### src/rtl/operand_issue.sv
// Issue stage ahead of the ALU: operand read with writeback forwarding, load
// scoreboard and outstanding-load limit, registered valid/ready output bundle.
module operand_issue #(
  parameter int NUM_REGS           = 32,
  parameter int REG_AW             = 5,
  parameter int MAX_LOADS          = 4,
  parameter int ZERO_REG_HARDWIRED = 1,
  localparam int LCW               = $clog2(MAX_LOADS + 1)
) (
  input  logic              clk,
  input  logic              reset_i,
  input  logic              instr_valid_i,
  output logic              instr_ready_o,
  input  logic [31:0]       instr_i,
  input  logic [REG_AW-1:0] rd_addr_i,
  input  logic [REG_AW-1:0] rs_addr_i,
  input  logic              writes_rd_i,
  input  logic              is_load_i,
  output logic [REG_AW-1:0] rf_rd_addr_o,
  output logic [REG_AW-1:0] rf_rs_addr_o,
  input  logic [31:0]       rf_rd_data_i,
  input  logic [31:0]       rf_rs_data_i,
  input  logic              wb_en_i,
  input  logic [REG_AW-1:0] wb_addr_i,
  input  logic [31:0]       wb_data_i,
  input  logic              wb_is_load_i,
  input  logic              flush_i,
  output logic              alu_valid_o,
  input  logic              alu_ready_i,
  output logic [31:0]       alu_instr_o,
  output logic [31:0]       alu_rd_o,
  output logic [31:0]       alu_rs_o,
  output logic [REG_AW-1:0] alu_dst_o,
  output logic              alu_writes_rd_o,
  output logic [LCW-1:0]    loads_pending_o
);

  logic                valid_q, valid_d;
  logic [31:0]         instr_q, instr_d;
  logic [31:0]         rd_op_q, rd_op_d;
  logic [31:0]         rs_op_q, rs_op_d;
  logic [REG_AW-1:0]   dst_q, dst_d;
  logic                wr_q, wr_d;
  logic [NUM_REGS-1:0] sb_q, sb_d;
  logic [LCW-1:0]      loads_q, loads_d;

  logic rd_is_zero, rs_is_zero;
  logic [31:0] rd_op, rs_op;
  logic wb_ld_clr, rd_busy, rs_busy, waw, load_full, hazard;
  logic ready, accept, ld_inc, ld_dec;

  assign rf_rd_addr_o = rd_addr_i;
  assign rf_rs_addr_o = rs_addr_i;

  assign rd_is_zero = (ZERO_REG_HARDWIRED != 0) && (rd_addr_i == '0);
  assign rs_is_zero = (ZERO_REG_HARDWIRED != 0) && (rs_addr_i == '0);

  assign rd_op = rd_is_zero ? 32'd0 :
                 (wb_en_i && wb_addr_i == rd_addr_i) ? wb_data_i : rf_rd_data_i;
  assign rs_op = rs_is_zero ? 32'd0 :
                 (wb_en_i && wb_addr_i == rs_addr_i) ? wb_data_i : rf_rs_data_i;

  // A load writeback in this cycle releases its register immediately.
  assign wb_ld_clr = wb_en_i && wb_is_load_i;
  assign rd_busy   = sb_q[rd_addr_i] && !(wb_ld_clr && wb_addr_i == rd_addr_i);
  assign rs_busy   = sb_q[rs_addr_i] && !(wb_ld_clr && wb_addr_i == rs_addr_i);
  assign waw       = writes_rd_i && rd_busy;
  assign load_full = is_load_i && (loads_q == LCW'(MAX_LOADS)) && !wb_ld_clr;
  assign hazard    = rd_busy || rs_busy || waw || load_full;

  assign ready  = !reset_i && !flush_i && !hazard && (!valid_q || alu_ready_i);
  assign accept = instr_valid_i && ready;
  assign ld_inc = accept && is_load_i;
  assign ld_dec = wb_ld_clr && (loads_q != '0);

  always_comb begin
    valid_d = valid_q;
    instr_d = instr_q;
    rd_op_d = rd_op_q;
    rs_op_d = rs_op_q;
    dst_d   = dst_q;
    wr_d    = wr_q;
    if (flush_i) begin
      valid_d = 1'b0;
    end else if (accept) begin
      valid_d = 1'b1;
      instr_d = instr_i;
      rd_op_d = rd_op;
      rs_op_d = rs_op;
      dst_d   = rd_addr_i;
      wr_d    = writes_rd_i;
    end else if (alu_ready_i) begin
      valid_d = 1'b0;
    end
  end

  // Set after clear so a same-cycle reissue to the same register stays pending.
  always_comb begin
    sb_d = sb_q;
    if (wb_ld_clr) sb_d[wb_addr_i] = 1'b0;
    if (accept && is_load_i && writes_rd_i && !rd_is_zero) sb_d[rd_addr_i] = 1'b1;
  end

  always_comb begin
    loads_d = loads_q;
    if (ld_inc && !ld_dec)      loads_d = loads_q + 1'b1;
    else if (!ld_inc && ld_dec) loads_d = loads_q - 1'b1;
  end

  always_ff @(posedge clk or posedge reset_i) begin
    if (reset_i) begin
      valid_q <= 1'b0;
      instr_q <= '0;
      rd_op_q <= '0;
      rs_op_q <= '0;
      dst_q   <= '0;
      wr_q    <= 1'b0;
      sb_q    <= '0;
      loads_q <= '0;
    end else begin
      valid_q <= valid_d;
      instr_q <= instr_d;
      rd_op_q <= rd_op_d;
      rs_op_q <= rs_op_d;
      dst_q   <= dst_d;
      wr_q    <= wr_d;
      sb_q    <= sb_d;
      loads_q <= loads_d;
    end
  end

  assign instr_ready_o   = ready;
  assign alu_valid_o     = valid_q;
  assign alu_instr_o     = instr_q;
  assign alu_rd_o        = rd_op_q;
  assign alu_rs_o        = rs_op_q;
  assign alu_dst_o       = dst_q;
  assign alu_writes_rd_o = wr_q;
  assign loads_pending_o = loads_q;

endmodule

### config.mk
export PLATFORM = sky130hd
export DESIGN_NAME = operand_issue
export DESIGN_NICKNAME = d
export VERILOG_FILES = /design/src/rtl/operand_issue.sv
export SDC_FILE = /design/constraint.sdc
export NUM_CORES = 1
export LEC_CHECK = 0
export ABC_AREA = 1
export CAP_MARGIN = 5
export CORE_MARGIN = 5
export CORE_UTILIZATION = 30
export CTS_BUF_LIST = sky130_fd_sc_hd__clkbuf_8
export CTS_CLUSTER_SIZE = 24
export DETAILED_ROUTE_END_ITERATION = 12
export PLACE_DENSITY = 0.56
export SYNTH_ARGS = -nofsm -noshare
export SYNTH_HDL_FRONTEND = slang
export SYNTH_SLANG_ARGS = --single-unit
### constraint.sdc
create_clock -name clk -period 4.8 [get_ports clk]
set_clock_uncertainty 0.1 [all_clocks]
set_input_delay 0.96 -clock clk [delete_from_list [all_inputs] [get_ports clk]]
set_output_delay 0.96 -clock clk [all_outputs]
set_load 0.02 [all_outputs]
==> impl_metrics.toml <==
[cells_and_area]
mostFrequentLayoutCells = "nand2_1, clkdlybuf4s50_1, dfrtp_1, a21oi_1, nand4_1"
area_growth_pct = 43.2
multiInputGateArea_um2 = 3620
layout-drive-gt1-share_pct = 4.81
final_nets = 1491
nFillCells = 2640
register_area_um2 = 3450
final_common_cell = "nand2_1"

[die]
num_io_pins = 269
core_um2 = 25200
die_w_um = 170
start_util_pct = 30.5
fp.dieArea_um2 = 28900
rows = 58
die_h_um = 170

[clock_network]
cts_num_sinks = 138
cts_buffer_depth = 2
cts_max_level = 4
cts_made_buffers = 17
cts_resized = 0
clk_latency_ns = 0.45
ctsHoldBuffers = 0
clk_pin_slew_worst_paths_ns = 0.08
tritoncts = "done"
post_cts_buffers = 0
cts_root_buf = "clkbuf_8"

[critical_path]
cp.arrival_ns = 3.37
cp_data_required_time_ns = 3.74
crit_family = "buffers and inverters"
critPathKind = "in -> out"
cp_common_cell = "nand2_1"
cp_cell_sequence = "clkdlybuf4s50_1 -> inv_1 -> nand2_1 -> a21oi_1 -> and3_1 -> nand2_1 -> nand2_1 -> nand3_2 -> inv_1 -> clkdlybuf4s50_1"
cp_max_fo = 11
path_buf_inv = 4
start_kind = "primary input"
setup.worst_path.end_class = "primary output"
crit_slowest_cell = "clkdlybuf4s50_1"
crit_path_max_incr_delay_ns = 0.63

[pwr]
sw_frac_of_total_pct = 36.3
sequentialPowerShare_pct = 37.1
power_density_nw_per_um2 = 402
internal_power_mw = 2.81
switchingPower_mw = 1.60
clkPwrFrac_pct = 24.2
p_leak_nw = 5.25
irDropWorstVdd_v = 0.000185
p_comb_share_pct = 38.7

[synthesis]
syn_avg_cell_area_um2 = 6.91
yosysTopAreaCell = "dfrtp_1"
yosysTopAreaCellShare_pct = 45.0
yosys-top-cells-area = "dfrtp_1, nand2_1, nand4_1"
synth_cell_type_count = 30
yosysWarnings = 0
ys_ff_latch = 138
synth_area_um2 = 7680
synth_cells = 1111
yosysSeqAreaShare_pct = 45.0
synth_fp_nets = 1265

[sta]
period_share_pct = 92.2
tns_ns = 0
fin_crit_ns = 4.43
fmax_mhz = 226
worstMarginPinSlew_ns = 0.953
fin_ws_ns = 0.375
slew_headroom_pct = 36.4
rsz0062_at_grt = "no"
drv_slew = 0
hold_viol = 0
finalSetupViolations = 0

[grt]
grt_pass1_wl_um = 45900
grt_max_degree = 129
grt_pass1_vias = 7997
grt.overflow.total = 0
antenna_found_initial = 1
grt_use_total_pct = 20.2

[drt]
route.detailed.drc = 0
final_antenna_net_count = 0
vias = 8188
post_drt_wl_per_cell_um = 17.6
drt_first_pass_iters = 5
first_iter_violations = 679
vias_per_cell = 4.87
routed_wl_um = 29600

[placed_design]
place_ws_ns = 0.416
numPortBuffers = 268
routabilityCongestion = 0.975
dp_hpwl_um = 20700

[worst_hold_path]
hold_class = "reg -> reg"

[outcome]
status = "finished clean"

[flow_run]
maxCapViolations = 0
-- state kept, by name, summed over array words and instances (netlist names) --
register and count:
alu_instr_o 32, sb_q 32, alu_valid_o 1, alu_dst_o 5, alu_rd_o 32, alu_writes_rd_o 1, loads_pending_o 3, alu_rs_o 32
-- worst register-to-register path, stage by stage (launching register included) --
cell      delay [ns]
dfrtp_1         0.39
inv_1           0.12
o21ai_0         0.09
nand2_1         0.07
nand2_1         0.05
nand2_1         0.06
nand2_1         0.05
nor2_1          0.10
nand2_1         0.06
nand2_1         0.09
nand3_2         0.12
nor2_4          0.15
clkinv_2        0.12
nor2_1          0.12
ha_1            0.15
inv_1           0.06
fa_1            0.37
a21oi_1         0.14
o21ai_0         0.12
xor2_1          0.16
-- power by group through the flow --
stage	clock network, mW	registers, mW	logic, mW
2_1_floorplan	0	2.01	0.432
5_1_grt	1.15	1.69	1.85
3_5_place_dp	0	1.66	1.73
6_report	1.07	1.64	1.71
3_3_place_gp	0	1.65	1.73
4_1_cts	1.10	1.64	1.74
-- synth_stat cells (all sizes together) --
cell,number
buf,45
fa,1
nor3,10
xor2,3
nand4,65
clkbuf,33
nand2,545
clkinv,1
nor4,1
a22oi,1
dfrtp,138
o21ai,52
mux2,1
ha,1
o22ai,2
inv,56
and3,1
xnor2,2
nor2,51
a21oi,69
nand3,33
-- cell families after synthesis --
logic type                 Yosys count  synth area share, %
and+or+nand+nor                    706                 37.7
DFF                                138                 45.0
buffers and inverters              135                 8.03
AOI/OAI and AO/OA                  124                 8.21
xor gates and xnor gates             5                0.570
adders and majority gates            2                0.424
muxes                                1                0.147
-- worst paths after layout --
kind	slack, ns	startpoint	cells after the start	end
worst min-delay path	0.37	alu_instr_o[29]	2	alu_instr_o[29]
worst max register to register	2.00	sb_q[30]	19	loads_pending_o[2]
max in group asynchronous	2.88	reset_i	3	sb_q[12]
min in group asynchronous	0.91	reset_i	2	loads_pending_o[2]
worst min register to register	0.37	alu_instr_o[29]	2	alu_instr_o[29]
worst max-delay path	0.37	rd_addr_i[1]	10	instr_ready_o
-- metrics by stage --
stage | cell area [um^2] | util [%] | power [mW] | hold slack, ns | cells
after floorplan | 7680 | - | 2.45 | 0.370 | 1111
after global placement | 10600 | 41.9 | 3.38 | 0.352 | 1648
after detailed placement | 10600 | 41.9 | 3.39 | 0.357 | 1648
after CTS | 11000 | 43.7 | 4.48 | 0.379 | 1680
after global routing | 11000 | 43.7 | 4.68 | 0.393 | 1681
final | 11000 | 43.7 | 4.42 | 0.373 | 1681
-- final cells by class --
| class | instances | share of cell area, % |
|---|---|---|
| Clock buffer | 17 | 2.13 |
| Inverter | 57 | 2.00 |
| Sequential cell | 138 | 31.4 |
| Antenna cell | 1 | 0.0228 |
| Tap cell | 330 | 3.76 |
| Timing Repair Buffer | 285 | 25.9 |
| Multi-Input combinational cell | 838 | 32.9 |
| Clock inverter | 15 | 1.84 |
-- per-layer routing --
layer	track usage (%)	vias up	wire, um
met5	0	-	0
met4	8.72	0	1170
met3	5.60	63	2490
met2	31.3	366	13400
met1	26.4	3761	12500
li1	-	3998	-
(Power assumes the default switching activity.)
